===== src/rtl/seg595_num_disp_if.sv =====
// seg595_num_disp_if: load-side bus of seg595_num_disp (value, sign, dp mask, enable,
// valid/busy handshake). Optional macro SEG_BLINK_EN adds the per-digit blink mask.
interface seg595_num_disp_if #(
    parameter int unsigned DIG_NUM = 6,
    parameter int unsigned DATA_W  = 20
);
    logic [DATA_W-1:0]  data;
    logic               sign;
    logic [DIG_NUM-1:0] point;
    logic               seg_en;
    logic               data_valid;
    logic               busy;
`ifdef SEG_BLINK_EN
    logic [DIG_NUM-1:0] blink;

    modport master (
        output data, sign, point, seg_en, data_valid, blink,
        input  busy
    );
    modport slave (
        input  data, sign, point, seg_en, data_valid, blink,
        output busy
    );
`else
    modport master (
        output data, sign, point, seg_en, data_valid,
        input  busy
    );
    modport slave (
        input  data, sign, point, seg_en, data_valid,
        output busy
    );
`endif
endinterface


===== src/rtl/seg595_num_disp.sv =====
// seg595_num_disp: binary magnitude -> BCD (double-dabble) -> 7-segment digits with
// leading-zero blanking, minus sign and overflow, scanned out to a 74HC595 chain.
// Optional macro SEG_BLINK_EN adds the blink mask input and the BLINK_CNT parameter.
module seg595_num_disp #(
    parameter int unsigned DIG_NUM        = 6,
    parameter int unsigned DATA_W         = 20,
    parameter int unsigned SCAN_CNT       = 50000,
    parameter bit          SEG_ACTIVE_LOW = 1'b1
`ifdef SEG_BLINK_EN
    ,
    parameter int unsigned BLINK_CNT      = 250
`endif
) (
    input  logic             sys_clk,
    input  logic             sys_rst,
    seg595_num_disp_if.slave bus,
    output logic             shcp,
    output logic             stcp,
    output logic             ds,
    output logic             oe
);

    // BCD digits needed for DATA_W bits, never fewer than the displayed digits
    localparam int unsigned BCD_RAW = (DATA_W * 3) / 10 + 1;
    localparam int unsigned BCD_N   = (BCD_RAW > DIG_NUM) ? BCD_RAW : DIG_NUM;
    localparam int unsigned BCD_W   = 4 * BCD_N;
    localparam int unsigned FRAME_W = 8 + DIG_NUM;
    localparam int unsigned DIG_W   = $clog2(DIG_NUM);
    localparam int unsigned SCAN_W  = (SCAN_CNT > 1) ? $clog2(SCAN_CNT) : 1;
    localparam int unsigned CNT_W   = $clog2(DATA_W + 1);
    localparam int unsigned FB_W    = $clog2(FRAME_W + 1);

    // Active-high {g,f,e,d,c,b,a} pattern of one decimal digit
    function automatic logic [6:0] seg_of(input logic [3:0] d);
        case (d)
            4'd0:    seg_of = 7'h3F;
            4'd1:    seg_of = 7'h06;
            4'd2:    seg_of = 7'h5B;
            4'd3:    seg_of = 7'h4F;
            4'd4:    seg_of = 7'h66;
            4'd5:    seg_of = 7'h6D;
            4'd6:    seg_of = 7'h7D;
            4'd7:    seg_of = 7'h07;
            4'd8:    seg_of = 7'h7F;
            4'd9:    seg_of = 7'h6F;
            default: seg_of = 7'h00;
        endcase
    endfunction

    // ------------------------------------------------------------------
    // Load and conversion
    // ------------------------------------------------------------------
    typedef enum logic [1:0] {StIdle, StConv, StDecode} conv_state_e;

    conv_state_e        state_q, state_d;
    logic [DATA_W-1:0]  bin_q, bin_d;
    logic [BCD_W-1:0]   bcd_q, bcd_d, bcd_adj;
    logic [CNT_W-1:0]   cnt_q, cnt_d;
    logic               sign_q, sign_d;
    logic [DIG_NUM-1:0] point_q, point_d;
    logic               buf_we;

    // Double-dabble add-3 correction on every BCD nibble
    always_comb begin
        bcd_adj = bcd_q;
        for (int i = 0; i < int'(BCD_N); i++) begin
            if (bcd_q[4*i +: 4] >= 4'd5) begin
                bcd_adj[4*i +: 4] = bcd_q[4*i +: 4] + 4'd3;
            end
        end
    end

    // Conversion FSM next state: accept, DATA_W shift cycles, one decode cycle
    always_comb begin
        state_d = state_q;
        bin_d   = bin_q;
        bcd_d   = bcd_q;
        cnt_d   = cnt_q;
        sign_d  = sign_q;
        point_d = point_q;
        buf_we  = 1'b0;
        case (state_q)
            StIdle: begin
                if (bus.data_valid) begin
                    bin_d   = bus.data;
                    bcd_d   = '0;
                    cnt_d   = '0;
                    sign_d  = bus.sign;
                    point_d = bus.point;
                    state_d = StConv;
                end
            end
            StConv: begin
                {bcd_d, bin_d} = {bcd_adj[BCD_W-2:0], bin_q, 1'b0};
                cnt_d          = cnt_q + CNT_W'(1);
                if (cnt_q == CNT_W'(DATA_W - 1)) begin
                    state_d = StDecode;
                end
            end
            StDecode: begin
                buf_we  = 1'b1;
                state_d = StIdle;
            end
            default: state_d = StIdle;
        endcase
    end

    // Conversion FSM registers
    always_ff @(posedge sys_clk or posedge sys_rst) begin
        if (sys_rst) begin
            state_q <= StIdle;
            bin_q   <= '0;
            bcd_q   <= '0;
            cnt_q   <= '0;
            sign_q  <= 1'b0;
            point_q <= '0;
        end else begin
            state_q <= state_d;
            bin_q   <= bin_d;
            bcd_q   <= bcd_d;
            cnt_q   <= cnt_d;
            sign_q  <= sign_d;
            point_q <= point_d;
        end
    end

    assign bus.busy = (state_q != StIdle);

    // ------------------------------------------------------------------
    // Blanking / sign / overflow decode into active-high digit patterns
    // ------------------------------------------------------------------
    int         hi_dig;
    int         hi_pt;
    int         lead;
    logic       ovf;
    logic [7:0] dec_seg [DIG_NUM];

    // lead = highest digit that must be shown (value or decimal point)
    always_comb begin
        hi_dig = 0;
        hi_pt  = 0;
        ovf    = 1'b0;
        for (int i = 0; i < int'(BCD_N); i++) begin
            if (bcd_q[4*i +: 4] != 4'd0) begin
                hi_dig = i;
                if (i >= int'(DIG_NUM)) begin
                    ovf = 1'b1;
                end
            end
        end
        for (int i = 0; i < int'(DIG_NUM); i++) begin
            if (point_q[i]) begin
                hi_pt = i;
            end
        end
        lead = (hi_dig > hi_pt) ? hi_dig : hi_pt;
        // The minus sign needs one more digit to the left
        if (sign_q && (lead + 1 >= int'(DIG_NUM))) begin
            ovf = 1'b1;
        end
        for (int i = 0; i < int'(DIG_NUM); i++) begin
            if (ovf) begin
                dec_seg[i] = 8'h40;
            end else if (i <= lead) begin
                dec_seg[i] = {point_q[i], seg_of(bcd_q[4*i +: 4])};
            end else if (sign_q && (i == lead + 1)) begin
                dec_seg[i] = {point_q[i], 7'h40};
            end else begin
                dec_seg[i] = {point_q[i], 7'h00};
            end
        end
    end

    logic [7:0] dbuf_q [DIG_NUM];

    // Display buffer, written once per conversion
    always_ff @(posedge sys_clk or posedge sys_rst) begin
        if (sys_rst) begin
            for (int i = 0; i < int'(DIG_NUM); i++) begin
                dbuf_q[i] <= 8'h00;
            end
        end else if (buf_we) begin
            dbuf_q <= dec_seg;
        end
    end

    // ------------------------------------------------------------------
    // Digit scan
    // ------------------------------------------------------------------
    logic [SCAN_W-1:0] scan_q;
    logic [DIG_W-1:0]  dig_q, dig_nxt, frame_dig;
    logic              first_q;
    logic              scan_wrap;
    logic              frame_start;

    assign scan_wrap   = (scan_q == SCAN_W'(SCAN_CNT - 1));
    assign dig_nxt     = (dig_q == DIG_W'(DIG_NUM - 1)) ? '0 : dig_q + DIG_W'(1);
    assign frame_start = first_q | scan_wrap;

    // Scan counter, digit index and the one-shot first frame after reset
    always_ff @(posedge sys_clk or posedge sys_rst) begin
        if (sys_rst) begin
            scan_q  <= '0;
            dig_q   <= '0;
            first_q <= 1'b1;
        end else begin
            first_q <= 1'b0;
            if (scan_wrap) begin
                scan_q <= '0;
                dig_q  <= dig_nxt;
            end else begin
                scan_q <= scan_q + SCAN_W'(1);
            end
        end
    end

`ifdef SEG_BLINK_EN
    localparam int unsigned BL_W = (BLINK_CNT > 1) ? $clog2(BLINK_CNT) : 1;

    logic [BL_W-1:0] round_q;
    logic            blink_ph_q;
    logic            round_end;

    assign round_end = scan_wrap && (dig_q == DIG_W'(DIG_NUM - 1));

    // Blink phase toggles every BLINK_CNT complete scan rounds
    always_ff @(posedge sys_clk or posedge sys_rst) begin
        if (sys_rst) begin
            round_q    <= '0;
            blink_ph_q <= 1'b0;
        end else if (round_end) begin
            if (round_q == BL_W'(BLINK_CNT - 1)) begin
                round_q    <= '0;
                blink_ph_q <= ~blink_ph_q;
            end else begin
                round_q <= round_q + BL_W'(1);
            end
        end
    end
`endif

    logic [DIG_NUM-1:0] frame_sel;
    logic [7:0]         frame_seg;

    // Frame content for the digit being started: one-hot select plus segment byte
    always_comb begin
        frame_dig            = first_q ? dig_q : dig_nxt;
        frame_sel            = '0;
        frame_sel[frame_dig] = 1'b1;
        frame_seg            = dbuf_q[frame_dig];
`ifdef SEG_BLINK_EN
        if (blink_ph_q && bus.blink[frame_dig]) begin
            frame_seg = 8'h00;
        end
`endif
        if (SEG_ACTIVE_LOW) begin
            frame_seg = ~frame_seg;
        end
    end

    // ------------------------------------------------------------------
    // 74HC595 shift engine: FRAME_W bit periods plus one latch period,
    // four cycles each; ds is the shift register MSB so it moves at phase 0
    // ------------------------------------------------------------------
    logic               act_q, act_d;
    logic [1:0]         ph_q, ph_d;
    logic [FB_W-1:0]    fb_q, fb_d;
    logic [FRAME_W-1:0] sh_q, sh_d;
    logic               shcp_q, shcp_d;
    logic               stcp_q, stcp_d;
    logic               seen_q;
    logic               oe_q;

    // Shift engine next state and registered strobe values
    always_comb begin
        act_d = act_q;
        ph_d  = ph_q;
        fb_d  = fb_q;
        sh_d  = sh_q;
        if (frame_start) begin
            act_d = 1'b1;
            ph_d  = 2'd0;
            fb_d  = '0;
            sh_d  = {frame_sel, frame_seg};
        end else if (act_q) begin
            ph_d = ph_q + 2'd1;
            if (ph_q == 2'd3) begin
                if (fb_q == FB_W'(FRAME_W)) begin
                    act_d = 1'b0;
                end else begin
                    fb_d = fb_q + FB_W'(1);
                    sh_d = {sh_q[FRAME_W-2:0], 1'b0};
                end
            end
        end
        shcp_d = act_d && (fb_d != FB_W'(FRAME_W)) && ph_d[1];
        stcp_d = act_d && (fb_d == FB_W'(FRAME_W));
    end

    // Shift engine registers
    always_ff @(posedge sys_clk or posedge sys_rst) begin
        if (sys_rst) begin
            act_q  <= 1'b0;
            ph_q   <= 2'd0;
            fb_q   <= '0;
            sh_q   <= '0;
            shcp_q <= 1'b0;
            stcp_q <= 1'b0;
        end else begin
            act_q  <= act_d;
            ph_q   <= ph_d;
            fb_q   <= fb_d;
            sh_q   <= sh_d;
            shcp_q <= shcp_d;
            stcp_q <= stcp_d;
        end
    end

    // Outputs stay disabled until the chain has been latched at least once
    always_ff @(posedge sys_clk or posedge sys_rst) begin
        if (sys_rst) begin
            seen_q <= 1'b0;
            oe_q   <= 1'b1;
        end else begin
            seen_q <= seen_q | stcp_q;
            oe_q   <= ~(bus.seg_en & (seen_q | stcp_q));
        end
    end

    assign shcp = shcp_q;
    assign stcp = stcp_q;
    assign ds   = sh_q[FRAME_W-1];
    assign oe   = oe_q;

endmodule


===== src/flat_wrapper.sv =====
// flat-port wrapper written by rule: the top's interface ports become plain ports
module seg595_num_disp_flat 
#(
    parameter int unsigned DIG_NUM        = 6,
    parameter int unsigned DATA_W         = 20,
    parameter int unsigned SCAN_CNT       = 50000,
    parameter bit          SEG_ACTIVE_LOW = 1'b1

)
  (sys_clk, sys_rst, shcp, stcp, ds, oe, bus_data, bus_sign, bus_point, bus_seg_en, bus_data_valid, bus_busy);
  seg595_num_disp_if #(.DIG_NUM(DIG_NUM), .DATA_W(DATA_W)) bus_i ();
  input  logic sys_clk;
  input  logic sys_rst;
  output logic shcp;
  output logic stcp;
  output logic ds;
  output logic oe;
  input wire logic [$bits(bus_i.data)-1:0] bus_data;
  input wire logic [$bits(bus_i.sign)-1:0] bus_sign;
  input wire logic [$bits(bus_i.point)-1:0] bus_point;
  input wire logic [$bits(bus_i.seg_en)-1:0] bus_seg_en;
  input wire logic [$bits(bus_i.data_valid)-1:0] bus_data_valid;
  output wire logic [$bits(bus_i.busy)-1:0] bus_busy;
  assign bus_i.data = bus_data;
  assign bus_i.sign = bus_sign;
  assign bus_i.point = bus_point;
  assign bus_i.seg_en = bus_seg_en;
  assign bus_i.data_valid = bus_data_valid;
  assign bus_busy = bus_i.busy;
  seg595_num_disp #(.DIG_NUM(DIG_NUM), .DATA_W(DATA_W), .SCAN_CNT(SCAN_CNT), .SEG_ACTIVE_LOW(SEG_ACTIVE_LOW)) u_core (.sys_clk(sys_clk), .sys_rst(sys_rst), .bus(bus_i), .shcp(shcp), .stcp(stcp), .ds(ds), .oe(oe));
endmodule

===== config.mk =====
export PLATFORM = sky130hd
export DESIGN_NAME = seg595_num_disp_flat
export DESIGN_NICKNAME = d
export VERILOG_FILES = /design/src/rtl/seg595_num_disp_if.sv /design/src/rtl/seg595_num_disp.sv /design/src/flat_wrapper.sv
export SDC_FILE = /design/constraint.sdc
export NUM_CORES = 1
export LEC_CHECK = 0
export ABC_CLOCK_PERIOD_IN_PS = 6200
export CAP_MARGIN = 20
export CORE_UTILIZATION = 62
export DETAILED_ROUTE_END_ITERATION = 6
export PLACE_DENSITY = 0.81
export SETUP_SLACK_MARGIN = 0.2
export SYNTH_ARGS = -nofsm -noshare
export SYNTH_HDL_FRONTEND = slang
export SYNTH_SLANG_ARGS = --single-unit
export TNS_END_PERCENT = 10

===== constraint.sdc =====
create_clock -name sys_clk -period 6.2 [get_ports sys_clk]
set_clock_uncertainty 0.1 [all_clocks]
set_input_delay 0.62 -clock sys_clk [delete_from_list [all_inputs] [get_ports sys_clk]]
set_output_delay 0.62 -clock sys_clk [all_outputs]
set_load 0.1 [all_outputs]

Word level (Yosys, flattened, before mapping). Memories as Yosys holds them, arrays and structs flattened. Index checks and enable logic that the tools add are counted.

Register bits after elaboration: 155. Word-level logic and storage cells: 182. ROM bits: 672. Memories: 6. Input bits: 31.

Magnitude comparators: 18. Bitwise gates (word level): 6. Equal/unequal tests: 17. Reduce and logical (&&, ||, !) cells: 27. Add/sub/neg operators: 13. Muxes and demuxes: 71.

Memories: (name not given) (depth 16, bits a word 7, read ports 1, clocked after Yosys merged registers in 0, write ports 0, line seg595_num_disp.sv:35) `case (d)`; (name not given) (depth 16, bits a word 7, read ports 1, clocked after Yosys merged registers in 0, write ports 0, line seg595_num_disp.sv:35); (name not given) (depth 16, bits a word 7, read ports 1, clocked after Yosys merged registers in 0, write ports 0, line seg595_num_disp.sv:35); (name not given) (depth 16, bits a word 7, read ports 1, clocked after Yosys merged registers in 0, write ports 0, line seg595_num_disp.sv:35); (name not given) (depth 16, bits a word 7, read ports 1, clocked after Yosys merged registers in 0, write ports 0, line seg595_num_disp.sv:35); (name not given) (depth 16, bits a word 7, read ports 1, clocked after Yosys merged registers in 0, write ports 0, line seg595_num_disp.sv:35).

Operators by type and width (number): 2-to-1 mux 7 bit (12); equality test 3 x 32 -> 1 bit, first input constant (2); equality test 4 x 32 -> 1 bit, first input constant (2); <= comparator 3 x 32 -> 1 bit, first input constant (2); <= comparator 4 x 32 -> 1 bit, first input constant (2); 2-to-1 mux 8 bit (8); 2-to-1 mux 14 bit (4); case mux 28 bit (2 select lines) (1); 2-to-1 mux 4 bit (10); case mux 20 bit (2 select lines) (1); adder 32 x 2 -> 32 bit, second input constant (1); equality test 2 x 32 -> 1 bit, first input constant (1); >= comparator 32 x 4 -> 1 bit, second input constant (1); <= comparator 1 x 32 -> 1 bit, first input constant (1); <= comparator 2 x 32 -> 1 bit, first input constant (1); zero test 32 bit (1); >= comparator 4 x 3 -> 1 bit, second input constant (7); 2-to-1 mux 28 bit (1); 2-to-1 mux 3 bit (9); adder 4 x 2 -> 4 bit, second input constant (6); binary-select mux 8 bit (select 3 bit) (1); nonzero test 4 bit (6); 2-to-1 mux 20 bit (1); adder 16 x 1 -> 16 bit, second input constant (1); other kinds (35) (70).

Logic depth before layout (Yosys ltp). Gate-level depths: netlist (run 1).

Depth after elaboration: 15. Depth in mapped cells: 19. Depth with buffers taken out: 18.

Worst setup path after synthesis (run 1). OpenSTA, ideal clock, no wires.

Path kind: register to register. Start point: register u_core.bcd_q[13]. End point: register u_core.dbuf_q[12] (netlist bit). Clock period less this slack: 4.208 ns. Arrival time: 4.040 ns. Slack: 1.992 ns. Cell stages (with the launch flop): 20. Path buffers: 1. Path through: dfrtp_1 inv_1 ha_1 nor3b_1 a211oi_2 nor2_1 inv_1 ha_1 and3b_1 o21ai_1 a31oi_2 a21oi_1 ha_1 inv_1 ha_1 a31oi_1 and2_1 o21a_1 buf_6 a32o_1.

Longest elaborated chain between the ends: 12.

Ends and longest elaborated chain: from (decl) (line seg595_num_disp.sv:57) `logic [BCD_W-1:0] bcd_q, bcd_d, bcd_adj;`; from (signal assigned) (line seg595_num_disp.sv:113) `bcd_q <= '0;`; from (signal assigned) (line seg595_num_disp.sv:120) `bcd_q <= bcd_d;`; nonzero test 4 bit (*) (line seg595_num_disp.sv:144) `if (bcd_q[4*i +: 4] != 4'd0) begin`; 2-to-1 mux 2 bit (*) (line seg595_num_disp.sv:144); 2-to-1 mux 3 bit (*) (3 in a row) (line seg595_num_disp.sv:144); greater-than comparator 3 bit (line seg595_num_disp.sv:156) `lead = (hi_dig > hi_pt) ? hi_dig : hi_pt;`; 2-to-1 mux 3 bit (*) (line seg595_num_disp.sv:156); adder 32 x 2 -> 32 bit (line seg595_num_disp.sv:158) `if (sign_q && (lead + 1 >= int'(DIG_NUM))) begin`; >= comparator 32 x 4 -> 1 bit (line seg595_num_disp.sv:158); logical AND 1 bit (line seg595_num_disp.sv:158); 2-to-1 mux 1 bit (line seg595_num_disp.sv:158); 2-to-1 mux 8 bit (*) (line seg595_num_disp.sv:162) `if (ovf) begin`; to (signal assigned) (line seg595_num_disp.sv:183) `dbuf_q <= dec_seg;`; to (decl) (line seg595_num_disp.sv:174) `logic [7:0] dbuf_q [DIG_NUM];`.

Mark *: on every way between the ends. The rest lies on a longest branch, timed or not. A chain may end at the register's enable or synchronous reset.

Worst setup path in the final report (run 1).
Start point: register u_core.bcd_q[13]. End point: register u_core.dbuf_q[38] (netlist bit).

Longest elaborated chain between the ends: 13.

Ends and longest elaborated chain (line): nonzero test 4 bit (*) (seg595_num_disp.sv:144); 2-to-1 mux 2 bit (*) (seg595_num_disp.sv:144); 2-to-1 mux 3 bit (*) (3 in a row) (seg595_num_disp.sv:144); greater-than comparator 3 bit (seg595_num_disp.sv:156); 2-to-1 mux 3 bit (*) (seg595_num_disp.sv:156); branches (longest 5 deep; another with adder 32 x 2 -> 32 bit); 2-to-1 mux 8 bit (*) (seg595_num_disp.sv:162).

Every way passes the cells marked *.

==> flow_summary.toml, run 1 <==
[outcome]
status = "complete, no violations"

[cells_and_area]
diodes = 0
nNetsFinal = 1093
mostFrequentLayoutCells = "dfrtp_1, nand2_1, nor2_1"
layout-drive-gt1-share = 0.0580
area_delta_synth_final_pct = 11.6
fillers = 1099
layoutNonFillerInstCount = 1198
final_common_cell = "dfrtp_1"

[clock_network]
post_cts_resized = 0
cts_tree = "yes"
htree_levels = 4
cts-buffers-inserted = 17
cts_buffer_depth = 2
hold_buffers = 0
cts_setup_buffers = 0
cts.sinks = 155
insertion_delay_ns = 0.44
clk_pin_slew_ns = 0.06
cts_root_buf = "clkbuf_16"

[worst_setup_path]
start_kind = "flip-flop"
worstPathArrival_ns = 5.37
crit_fanout = 12
criticalPathCategory = "reg2reg"
crit_chain = "inv_1 -> ha_1 -> nor3b_1 -> a211oi_2 -> nor2_1 -> inv_1 -> ha_1 -> and3b_1 -> o21ai_1 -> a31oi_2 -> a21oi_1 -> ha_1 -> inv_1 -> ha_1 -> a31oi_1 -> and2_1 -> o21a_1 -> a31oi_1"
critPathMaxStageDelay_ns = 0.55
critPathSlowestCell = "nor3b_1"
worst_path_most_repeated_cell = "ha_1"
worst_ep_required_time_ns = 6.38
critPathCaptureType = "flip-flop"

[yosys]
synth-edff-count = 0
yosysWarnings = 0
ys_seq_area_frac = 0.440
synth.distinct_cells = 62
netlist_instances = 999
synth.avg_cell_area_sq_um = 8.83
synthesis.area_sq_mm = 0.00882
synth_seq_cells = 155
synth_fp_nets = 1087
synth-async-reset-ratio = 1.00
yosys_most_used_dff = "dfrtp_1"

[timing]
setup-violations-final = 0
max_slew_margin = 0.318
max_clock_freq_ghz = 0.193
finalHoldViolCount = 0
rsz0062_at_grt = "false"
min_period_ns = 5.19
final_max_slew_viol_count = 0
worstMarginPinSlew_ns = 1.02
fin_setup_tns_ns = 0
period_share = 0.837

[global_route]
grt_max_degree = 100
grt_usage = 0.290
grt_pass1_vias = 6779
grt_pass1_wl_mm = 33.2
grt_antenna_before_repair = 0
grt_overflow = 0

[floorplanning]
die_height_um = 121
die_area_sq_mm = 0.0147
fp.coreArea_sq_mm = 0.0139
ios = 36
initial_core_util = 0.636
die_w_um = 121
rows = 43

[placement]
gp_congestion = 0.923
dpl.hpwl_mm = 13.6
dp_cells = 1166
port_buffers = 35

[routing]
viasPerCell = 5.97
detail-route-antenna-nets = 0
drtIter0Drc = 521
dr_wl_met2_mm = 9.51
dr.pass1.iters = 5
vias = 7151
post_drt_wl_per_cell_um = 16.5
wl_met3_um = 702
wl_met1_mm = 9.11
top_layer_used = "met4"
wl_mm = 19.8
drc = 0

[power]
irDropWorstVdd_mv = 0.445
fin_total_pwr_w = 0.00475
powerDensity_mw_per_mm2 = 483
power_leakage_nw = 4.32

[min_path]
hold_class = "reg2reg"

[run]
max_cap_viol_count = 0
==> area by class of cell <==
cell class,instances,area [sq um],area share
clock buffer,20,447,0.0454
clock inverter,12,171,0.0174
timing repair buffer,42,403,0.0409
sequential,155,3880,0.394
multi-input combinational,749,4570,0.464
inverter,40,155,0.0158
tap,180,225,0.0229
==> worst paths after layout <==
check	start	to	slack, ns	depth (start not counted)
setup / recovery	u_core.bcd_q[13]	u_core.dbuf_q[38]	1.01	18
min in group asynchronous	sys_rst	u_core.scan_q[11]	0.68	2
hold / removal	u_core.seen_q	u_core.seen_q	0.34	1
setup reg to reg	u_core.bcd_q[13]	u_core.dbuf_q[38]	1.01	18
hold reg to reg	u_core.seen_q	u_core.seen_q	0.34	1
max in group asynchronous	sys_rst	u_core.state_q[0]	4.09	3
==> registers in the layout, summed over array words and instances (netlist names), 2 cells and up <==
register and flops:
u_core.bcd_q 28, u_core.bin_q 20, u_core.cnt_q 5, u_core.dbuf_q 48, u_core.dig_q 3, u_core.fb_q 4, u_core.ph_q 2, u_core.point_q 6
u_core.scan_q 16, u_core.sh_q 14, u_core.state_q 2
==> worst max-delay path, delay by kind of cell, from the launching register on <==
family / cells / cell delay (ns)
AND/OR/NAND/NOR: 4 / 1.13
buffers and inverters: 3 / 0.29
AO/OA/AOI/OAI: 7 / 1.94
flip-flops: 1 / 0.46
adder cells (fa/ha/maj): 4 / 1.13
==> cells in the mapped netlist (19+ instances only) <==
master | instances | share of area
nor2_1 | 111 | 0.047
xnor2_1 | 22 | 0.022
nand3_1 | 37 | 0.021
a21oi_1 | 51 | 0.029
dfrtp_1 | 153 | 0.43
o21ai_0 | 84 | 0.048
nand2b_1 | 19 | 0.013
inv_1 | 40 | 0.017
clkbuf_1 | 44 | 0.019
o22ai_1 | 29 | 0.021
nand2_1 | 139 | 0.059
ha_1 | 57 | 0.081
==> routing by layer <==
metal  vias to the layer above  GRT usage
met2                       143      0.469
met3                        23     0.0508
met4                         0      0.115
met5                         -          0
li1                       3511          -
met1                      3474      0.387
==> cell families (layout without fill, tap and decap cells) <==
kind of cell | Yosys count | count (layout) | synth area share
compound gates | 261 | 261 | 0.187
xor+xnor | 31 | 31 | 0.0308
fa+ha+maj | 57 | 57 | 0.0808
buf+inv | 95 | 114 | 0.0430
flops | 155 | 155 | 0.440
mux | 18 | 18 | 0.0206
other cells | 1 | 1 | 0.000425
simple gates | 381 | 381 | 0.198
==> where the power goes <==
part	internal, W	switching [W]
Clock	0.000681	0.000416
Combinational	0.000803	0.00128
Sequential	0.00125	0.000323
Total	0.00273	0.00202
==> through the flow <==
step | area, sq um | worst slack, ns | utilization | hold slack [ns]
floorplan | 8820 | 1.31 | - | 0.323
global placement | 9230 | 1.25 | 0.665 | 0.337
detailed placement | 9230 | 1.14 | 0.665 | 0.334
CTS | 9850 | 1.09 | 0.710 | 0.349
global route | 9850 | 0.627 | 0.710 | 0.367
finish | 9850 | 1.01 | 0.710 | 0.345
No activity file was read; power rests on OpenSTA's default activity.
==> run 2: changes to the inputs <==
--- a/config.mk
+++ b/config.mk
@@ -5,7 +5,7 @@
 export SDC_FILE = /design/constraint.sdc
 export NUM_CORES = 1
 export LEC_CHECK = 0
-export ABC_CLOCK_PERIOD_IN_PS = 6200
+export ABC_CLOCK_PERIOD_IN_PS = 4900
 export CAP_MARGIN = 20
 export CORE_UTILIZATION = 62
 export DETAILED_ROUTE_END_ITERATION = 6
==> constraint.sdc (replaced) <==
create_clock -name sys_clk -period 4.9 [get_ports sys_clk]
set_clock_uncertainty 0.1 [all_clocks]
set_input_delay 0.49 -clock sys_clk [delete_from_list [all_inputs] [get_ports sys_clk]]
set_output_delay 0.49 -clock sys_clk [all_outputs]
set_load 0.1 [all_outputs]
==> run 2 against run 1 <==
Net effect:
- cell count increased by 1.3%
- combinational power increased by 39%
- sequential share of layout area decreased by 0.61 points
- utilization increased by 1.1 points
- final area increased by 1.6%
- die area unchanged
- critical endpoint is now u_core.dbuf_q[29]
- highest routed layer unchanged
==> flow_summary.toml, run 2 (synthesis gave the netlist of run 1 again) <==
[cells_and_area]
diodes = 0
final_core_utilization = 0.721
top_regs = "u_core.dbuf_q x48, u_core.bcd_q x28, u_core.bin_q x20"
area_delta_synth_final_pct = 13.4
layout-drive-gt1-share = 0.0765
fillers = 1061
mostFrequentLayoutCells = "dfrtp_1, nand2_1, nor2_1"
nNetsFinal = 1108
final_common_cell = "dfrtp_1"
layoutNonFillerInstCount = 1213
regMostFlops = "u_core.dbuf_q"
largest_reg_flops = 48

[placement]
port_buffers = 35
gp_congestion = 0.938
dpl.hpwl_mm = 14.2
dp_cells = 1181

[routing]
detail-route-antenna-nets = 0
dr.pass1.iters = 5
vias = 7291
drc = 0
viasPerCell = 6.01
drtIter0Drc = 568
post_drt_wl_per_cell_um = 17.0
wl_mm = 20.6

[clock_network]
cts_tree = "yes"
cts_root_buf = "clkbuf_16"
htree_levels = 4
insertion_delay_ns = 0.43
cts_buffer_depth = 2
hold_buffers = 0
cts_setup_buffers = 0
cts.sinks = 155
clk_pin_slew_ns = 0.06
cts-buffers-inserted = 17

[worst_setup_path]
worstPathArrival_ns = 4.68
regToRegSetupSlack_ns = 0.42
critPathLaunch = "u_core.bcd_q[8]"
start_kind = "flip-flop"
r2r_start = "u_core.bcd_q[8]"
worst_ep_required_time_ns = 5.10
criticalPathCategory = "reg2reg"
critPathCaptureType = "flip-flop"
crit_fanout = 20

[global_route]
grt_overflow = 0
grt_pass1_wl_mm = 34.2
grt_antenna_before_repair = 0
grt_usage = 0.298
grt_pass1_vias = 6860
grt_max_degree = 75

[floorplanning]
initial_core_util = 0.636
die_w_um = 121
die_height_um = 121
fp.coreArea_sq_mm = 0.0139
rows = 43
ios = 36
die_area_sq_mm = 0.0147

[timing]
min_period_ns = 4.48
setup-violations-final = 0
fin_setup_tns_ns = 0
max_slew_margin = 0.343
period_share = 0.915
final_max_slew_viol_count = 0
rsz0062_at_grt = "true"
worstMarginPinSlew_ns = 0.982
max_clock_freq_ghz = 0.223
finalHoldViolCount = 0

[power]
internal_power_w = 0.00358
clkPwrFrac = 0.227
p_switching_w = 0.00265
pwr-share-seq = 0.307
fin_total_pwr_w = 0.00623
p_sw_frac = 0.425
powerDensity_mw_per_mm2 = 623
power_frac_comb = 0.466
power_leakage_nw = 4.40
irDropWorstVdd_mv = 0.538

[run]
max_cap_viol_count = 0

[outcome]
status = "complete, no violations"

[min_path]
hold_class = "in2async"
run 2: changes by cell type in the layout (fill, tap and decap cells not counted), sizes merged:
cell / change
buf: +15
clkbuf: +1
clkinv: -1
clkinvlp: +1
inv: -1
run 2: through the flow:
| stage | setup WS [ns] | cell area (sq um) | hold slack (ns) |
|---|---|---|---|
| 6_report | 0.418 | 10000 | 0.315 |
| 5_1_grt | 0.101 | 10000 | 0.354 |
| 4_1_cts | 0.266 | 9980 | 0.322 |
| 3_5_place_dp | 0.289 | 9340 | 0.339 |
| 3_3_place_gp | 0.474 | 9340 | 0.335 |
| 2_1_floorplan | 0.692 | 8830 | 0.323 |
run 2: timing repair:
action                                  CTS  global route
endpoints found under the setup margin    0            48
endpoints found under the hold margin     0             0
gates resized for setup                   0             6
run 2: critical path, cell delays in order, from the launching register on:
cell	delay, ns
dfrtp_1	0.44
inv_1	0.19
ha_1	0.19
nor3b_1	0.42
a211oi_2	0.17
nor2_1	0.16
inv_1	0.06
ha_1	0.31
and3b_1	0.22
o21ai_2	0.22
a31oi_2	0.11
a21oi_2	0.25
ha_1	0.18
inv_1	0.05
ha_1	0.33
a31oi_2	0.29
o21ai_4	0.22
o41ai_1	0.45
run 2: power by group through the flow:
stage	Clock (W)	Sequential [W]	Combinational, W
after floorplan	0	0.00181	0.00216
after global placement	0	0.00191	0.00271
after detailed placement	0	0.00192	0.00277
after CTS	0.00142	0.00191	0.00280
after global routing	0.00149	0.00196	0.00324
final	0.00141	0.00192	0.00290
run 2: path summary, 6_finish.rpt:
| path | cells after the start | endpoint |
|---|---|---|
| max | 17 | u_core.dbuf_q[29] |
| min | 2 | u_core.scan_q[0] |
| max reg2reg | 17 | u_core.dbuf_q[29] |
| min reg2reg | 1 | u_core.seen_q |
| max in group asynchronous | 3 | u_core.dbuf_q[31] |
| min in group sys_clk | 1 | u_core.seen_q |
run 2: layout make-up:
type,count,area (sq um),area share
Clock buffer,21,470,0.0470
Multi-Input combinational cell,749,4590,0.459
Inverter,40,154,0.0154
Clock inverter,11,166,0.0166
Timing Repair Buffer,57,515,0.0515
Sequential cell,155,3880,0.388
Tap cell,180,225,0.0225
run 2: routing by layer:
| metal | global-route usage | share of wire | up-vias |
|---|---|---|---|
| li1 | - | - | 3547 |
| met1 | 0.399 | 0.45 | 3499 |
| met2 | 0.478 | 0.47 | 202 |
| met3 | 0.0602 | 0.047 | 43 |
| met4 | 0.112 | 0.029 | 0 |
| met5 | 0 | 0 | - |
==> run 3: changes to the inputs <==
--- a/config.mk
+++ b/config.mk
@@ -5,12 +5,13 @@
 export SDC_FILE = /design/constraint.sdc
 export NUM_CORES = 1
 export LEC_CHECK = 0
-export ABC_CLOCK_PERIOD_IN_PS = 4900
+export ABC_CLOCK_PERIOD_IN_PS = 3800
 export CAP_MARGIN = 20
-export CORE_UTILIZATION = 62
+export CORE_UTILIZATION = 56
 export DETAILED_ROUTE_END_ITERATION = 6
-export PLACE_DENSITY = 0.81
+export PLACE_DENSITY = 0.77
 export SETUP_SLACK_MARGIN = 0.2
+export SKIP_CTS_REPAIR_TIMING = 1
 export SYNTH_ARGS = -nofsm -noshare
 export SYNTH_HDL_FRONTEND = slang
 export SYNTH_SLANG_ARGS = --single-unit
==> constraint.sdc (replaced) <==
create_clock -name sys_clk -period 3.8 [get_ports sys_clk]
set_clock_uncertainty 0.1 [all_clocks]
set_input_delay 0.38 -clock sys_clk [delete_from_list [all_inputs] [get_ports sys_clk]]
set_output_delay 0.38 -clock sys_clk [all_outputs]
set_load 0.1 [all_outputs]
==> run 3 against run 2 <==
Net effect:
- the flow now finishes with violations (negative setup slack)
- clock power rose by 21%
- cell count rose by 8.6%
- flip-flop and latch count did not move
- register-to-register slack got worse by 0.60 ns
- via count grew 4.7%
- sequential power rose by 22%
- clock-buffer cell count unchanged
- fmax rose by 13%
- critical path type unchanged
- largest power group unchanged
- highest routed layer unchanged
==> flow_summary.toml, run 3 (synthesis gave the netlist of run 1 again) <==
[timing]
period_share = 1.05
setup-violations-final = 32
final_max_slew_viol_count = 0
min_period_ns = 3.98
max_slew_margin = 0.348
max_clock_freq_ghz = 0.251
holdWs_ns = 0.340
setup_ws_ns = -0.180
rsz0062_at_grt = "true"
finalHoldViolCount = 0
worstMarginPinSlew_ns = 0.975
fin_setup_tns_ns = -2.96

[global_route]
grt_pass1_wl_mm = 35.0
grt_max_degree = 75
grt_usage = 0.273
grt_overflow = 0
grt_antenna_before_repair = 0
grt_pass1_vias = 7216

[min_path]
worstHoldStart = "bus_seg_en"
hold_class = "in2reg"

[cells_and_area]
area_delta_synth_final_pct = 22.2
top_regs = "u_core.dbuf_q x48, u_core.bcd_q x28, u_core.bin_q x20"
regMostFlops = "u_core.dbuf_q"
largest_reg_flops = 48
mostFrequentLayoutCells = "dfrtp_1, nand2_1, nor2_1"
fillers = 1147
layout-drive-gt1-share = 0.162
fin_area_sq_mm = 0.0108
diodes = 0
final_common_cell = "dfrtp_1"
nNetsFinal = 1181

[power]
pwr-share-seq = 0.255
irDropWorstVdd_mv = 0.796
power_leakage_nw = 4.78
clkPwrFrac = 0.187
p_sw_frac = 0.418
power_frac_comb = 0.559
p_switching_w = 0.00383
powerDensity_mw_per_mm2 = 851
internal_power_w = 0.00535

[floorplanning]
rows = 45
ios = 36
die_w_um = 128
initial_core_util = 0.576
die_area_sq_mm = 0.0163
die_height_um = 128
fp.coreArea_sq_mm = 0.0153

[routing]
vias = 7636
viasPerCell = 5.80
drtIter0Drc = 394
post_drt_wl_per_cell_um = 16.4
wl_mm = 21.6
drc = 0
dr.pass1.iters = 5
detail-route-antenna-nets = 0

[worst_setup_path]
criticalPathCategory = "reg2reg"
start_kind = "flip-flop"
cp.buffers_inverters = 5
crit_fanout = 7
critPathLaunch = "u_core.bcd_q[16]"
worstPathArrival_ns = 4.20
critPathCaptureType = "flip-flop"
crit_chain = "inv_2 -> ha_4 -> or3b_4 -> a211oi_2 -> nor2_1 -> inv_1 -> ha_4 -> and3b_2 -> o21ai_2 -> buf_4 -> a31oi_4 -> a21oi_2 -> ha_1 -> inv_1 -> ha_4 -> a31oi_4 -> and2_4 -> o21a_1 -> buf_6 -> a32o_1"
critPathSlowestCell = "dfrtp_1"
worst_path_most_repeated_cell = "ha_4"
path_delay_family = "compound AO/OA/AOI/OAI gates"
worst_ep_required_time_ns = 4.02
r2r_start = "u_core.bcd_q[16]"
critPathMaxStageDelay_ns = 0.39

[placement]
post-place-ws_ns = -0.386
port_buffers = 35
dpl.hpwl_mm = 14.7
gp_congestion = 0.913
post_dp_cell_area_sq_mm = 0.00993

[outcome]
status = "finished with violations"
violations = "negative setup slack"

[clock_network]
cts_root_buf = "clkbuf_16"
cts.sinks = 155
cts-buffers-inserted = 17
htree_levels = 4
cts_buffer_depth = 2
clk_pin_slew_ns = 0.06
insertion_delay_ns = 0.43
cts_tree = "yes"

[run]
max_cap_viol_count = 0
==> run 3: final cells by class <==
cell class | count | area [sq um] | share of cell area
clock buffers | 21 | 440 | 0.0408
clock inverters | 11 | 146 | 0.0136
inverters | 40 | 154 | 0.0143
multi-input cells | 750 | 4780 | 0.443
flip-flops and latches | 155 | 3880 | 0.360
well taps | 211 | 264 | 0.0245
repair buffers | 129 | 1120 | 0.104
==> run 3: path summary, 6_finish.rpt <==
| path | slack, ns | to | cells past startpoint |
|---|---|---|---|
| worst max register to register | -0.18 | u_core.dbuf_q[12] | 20 |
| worst max-delay path | -0.18 | u_core.dbuf_q[12] | 20 |
| worst min-delay path | 0.34 | u_core.oe | 2 |
| worst min register to register | 0.36 | u_core.seen_q | 1 |
| min in group asynchronous | 0.36 | u_core.scan_q[2] | 2 |
| max in group asynchronous | 2.45 | u_core.oe | 3 |
==> run 3: worst reg2reg max path: stages (launching register included) <==
cell      delay (ns)
dfrtp_1         0.39
inv_2           0.09
ha_4            0.13
or3b_4          0.38
a211oi_2        0.24
nor2_1          0.09
inv_1           0.10
ha_4            0.21
and3b_2         0.22
o21ai_2         0.18
buf_4           0.16
a31oi_4         0.04
a21oi_2         0.16
ha_1            0.16
inv_1           0.07
ha_4            0.29
a31oi_4         0.12
and2_4          0.20
o21a_1          0.14
buf_6           0.15
a32o_1          0.26
==> run 3: per-stage QoR <==
step	power, W	std cells	util
floorplan	0.00512	999	-
global placement	0.00674	1280	0.649
detailed placement	0.00688	1280	0.649
CTS	0.00863	1312	0.687
global route	0.00983	1317	0.704
finish	0.00918	1317	0.704
==> run 3: power groups by stage <==
stage	logic, W	registers (W)	clock network (W)
after floorplan	0.00278	0.00233	0
after global placement	0.00441	0.00233	0
after detailed placement	0.00454	0.00234	0
after CTS	0.00458	0.00232	0.00173
after global routing	0.00565	0.00238	0.00180
final	0.00513	0.00234	0.00171
==> run 3: per-layer routing <==
metal | track usage | vias up | routed length [um] | part of all wire
met3 | 0.0515 | 50 | 1010 | 0.047
met4 | 0.104 | 0 | 588 | 0.027
met2 | 0.444 | 217 | 10300 | 0.48
met5 | 0 | - | 0 | 0
li1 | - | 3683 | - | -
met1 | 0.363 | 3686 | 9720 | 0.45
==> RTL change: new RTL, config.mk and constraints of run 1 <==
`SEG_ACTIVE_LOW` is set to 1'b1 in 2 places; all go to 1'b0.
--- a/src/rtl/seg595_num_disp.sv
+++ b/src/rtl/seg595_num_disp.sv
@@ -5,7 +5,7 @@
     parameter int unsigned DIG_NUM        = 6,
     parameter int unsigned DATA_W         = 20,
     parameter int unsigned SCAN_CNT       = 50000,
-    parameter bit          SEG_ACTIVE_LOW = 1'b1
+    parameter bit          SEG_ACTIVE_LOW = 1'b0
 `ifdef SEG_BLINK_EN
     ,
     parameter int unsigned BLINK_CNT      = 250
--- a/src/flat_wrapper.sv
+++ b/src/flat_wrapper.sv
@@ -4,7 +4,7 @@
     parameter int unsigned DIG_NUM        = 6,
     parameter int unsigned DATA_W         = 20,
     parameter int unsigned SCAN_CNT       = 50000,
-    parameter bit          SEG_ACTIVE_LOW = 1'b1
+    parameter bit          SEG_ACTIVE_LOW = 1'b0
 
 )
   (sys_clk, sys_rst, shcp, stcp, ds, oe, bus_data, bus_sign, bus_point, bus_seg_en, bus_data_valid, bus_busy);
Behaviour: no difference found for any inputs over 10 cycles, from zero or initial values and one cycle with sys_rst high; that may be too few to reach the edited logic, so the function may still have changed.
==> RTL change against run 1 <==
Synthesized cell count shrank 1.3%; design area down 0.99%; clock power down 6%; critical path depth is 2 higher; routed wire length decreased by 3.5%; sequential cell count stayed put; total power decreased by 5.9%; area after synthesis down 1.1%; worst setup slack lost 440 ps; core utilization increased by 1.2 points; fmax decreased by 7.8%; non-clock buffer count grew 3.
==> RTL change: results <==
set metrics [dict create \
    ys_top_cells_by_count "sky130_fd_sc_hd__dfrtp_1, sky130_fd_sc_hd__nand2_1, sky130_fd_sc_hd__nor2_1" \
    run_status "finished clean" \
    synthesis.nets 1074 \
    leakagePower_nw 4.28 \
    critical_path_arrival_ps 5880 \
    synth_cell_type_count 57 \
    cts_htree_levels 4 \
    via_count_normalized_by_instance_count 5.98 \
    grt_first_pass_wirelength_mm 31.8 \
    cts.path.max_buffers 2 \
    wl_per_cell_um 16.2 \
    grt_pass1_vias 6496 \
    r2r_slack_ps 570 \
    synth_seq_area_share_pct 44.5 \
    r2r_cells 20 \
    antenna_violations_before_repair 0 \
    endpoint "u_core.dbuf_q[27]$_DFFE_PP0N_" \
    grt_start_max_net_pins 95 \
    period_minus_slack_ps 5630 \
    cts_resized 0 \
    drt_iter0_drc 603 \
    timing.critical_path.slowest_stage_cell "sky130_fd_sc_hd__mux2i_1" \
    clockRootBuffer "sky130_fd_sc_hd__clkbuf_16" \
    clk_pin_slew_ps 60 \
    placement.setup.worst_slack_ps 725 \
    port_buffer_cells 35 \
    min_delay_path_class "flip-flop to flip-flop" \
    critical_path.reg2reg.startpoint "u_core.bcd_q[13]$_DFFE_PP0P_" \
    post_synth_main_area_contributors "sky130_fd_sc_hd__dfrtp_1, sky130_fd_sc_hd__ha_1, sky130_fd_sc_hd__nand2_1, sky130_fd_sc_hd__nor2_1, sky130_fd_sc_hd__o21ai_0" \
    detailedRoute.firstPassIterationCount 5 \
    cts_setup_buffers 0 \
    largestRegisters "u_core.dbuf_q (48), u_core.bcd_q (28), u_core.bin_q (20)" \
    gp_routability_congestion 0.926 \
    synthesis.instances 986 \
    antennaDiodeCount 0 \
    cts_inserted_buffers 17 \
    synth.yosys.warnings 0 \
    worst_skew_pair.late_latency_ps 430 \
    critical_path_class "flip-flop to flip-flop" \
    critical_path.max_stage_delay_ps 500 \
    worstPathMaxFanout 11 \
    worst-slew-pin-transition_ps 970 \
    max-vdd-ir-drop_mv 0.327 \
    dpl.hpwl_mm 13.0 \
    reg2reg_to "u_core.dbuf_q[27]$_DFFE_PP0N_" \
    ratio_of_cells_with_drive_above_1_in_the_final_layout_pct 5.68 \
    fin_cells 1180 \
    tot_gr_track_use_pct 28.0 \
]
==> RTL change: cell types whose count changed after synthesis, sizes merged, moves of 7 or more <==
cell           run 1  this run
nand3             37        47
clkbuf            44        52
nand2            139       126
a221oi             7        14
nor2             111       119
mux2i             17        24
a22o               1        10
==> RTL change: logic make-up after synthesis <==
family	after synthesis	share of synthesized area, %
compound gates	251	17.8
xor+xnor	32	3.21
flops	155	44.5
other cells	1	0.0430
mux	27	3.14
buf+inv	96	4.27
simple gates	367	18.9
fa+ha+maj	57	8.17
==> RTL change: per-stage QoR <==
| step | instance area, um2 | utilization [%] |
|---|---|---|
| detailed placement | 9140 | 67.7 |
| global route | 9750 | 72.2 |
| finish | 9750 | 72.2 |
| floorplan | 8730 | - |
| global placement | 9140 | 67.7 |
| CTS | 9730 | 72.0 |
==> RTL change: area by class of cell <==
type / count / area, um2
clock buffers: 21 / 470
clock inverters: 11 / 119
fillers: 1016 / 3750
inverters: 37 / 144
multi-input cells: 735 / 4480
flip-flops and latches: 155 / 3880
well taps: 176 / 220
repair buffers: 45 / 433
==> RTL change: metal layers <==
layer / up-vias / track usage [%] / wire (um)
met5: - / 0 / 0
met4: 0 / 12.3 / 539
met1: 3348 / 38.6 / 8650
met2: 225 / 43.4 / 8920
met3: 44 / 5.05 / 996
li1: 3439 / - / -
==> RTL change: critical path: cells and delay by family, from the launching register on <==
kind            cells  cell delay [ps]
compound gates      6             1430
simple gates        5             1300
fa+ha+maj           4             1120
buf+inv             4              620
mux                 1              500
flops               1              490
==> RTL change: power breakdown <==
part           leakage (nW)  switching, mW  internal (mW)
sequential             1.98          0.309           1.24
combinational          2.02           1.15          0.741
clock                 0.281          0.412          0.622
==> RTL change: how the worst min path moves through the flow <==
stage,from,endpoint,slack [ps],cells past startpoint
final,u_core.seen_q$_DFF_PP0_,u_core.seen_q$_DFF_PP0_,350,1
after detailed placement,u_core.seen_q$_DFF_PP0_,u_core.seen_q$_DFF_PP0_,340,1
after CTS,u_core.seen_q$_DFF_PP0_,u_core.seen_q$_DFF_PP0_,360,1
after global routing,u_core.seen_q$_DFF_PP0_,u_core.seen_q$_DFF_PP0_,370,1
after floorplan,u_core.seen_q$_DFF_PP0_,u_core.seen_q$_DFF_PP0_,320,1
after global placement,u_core.seen_q$_DFF_PP0_,u_core.seen_q$_DFF_PP0_,330,1
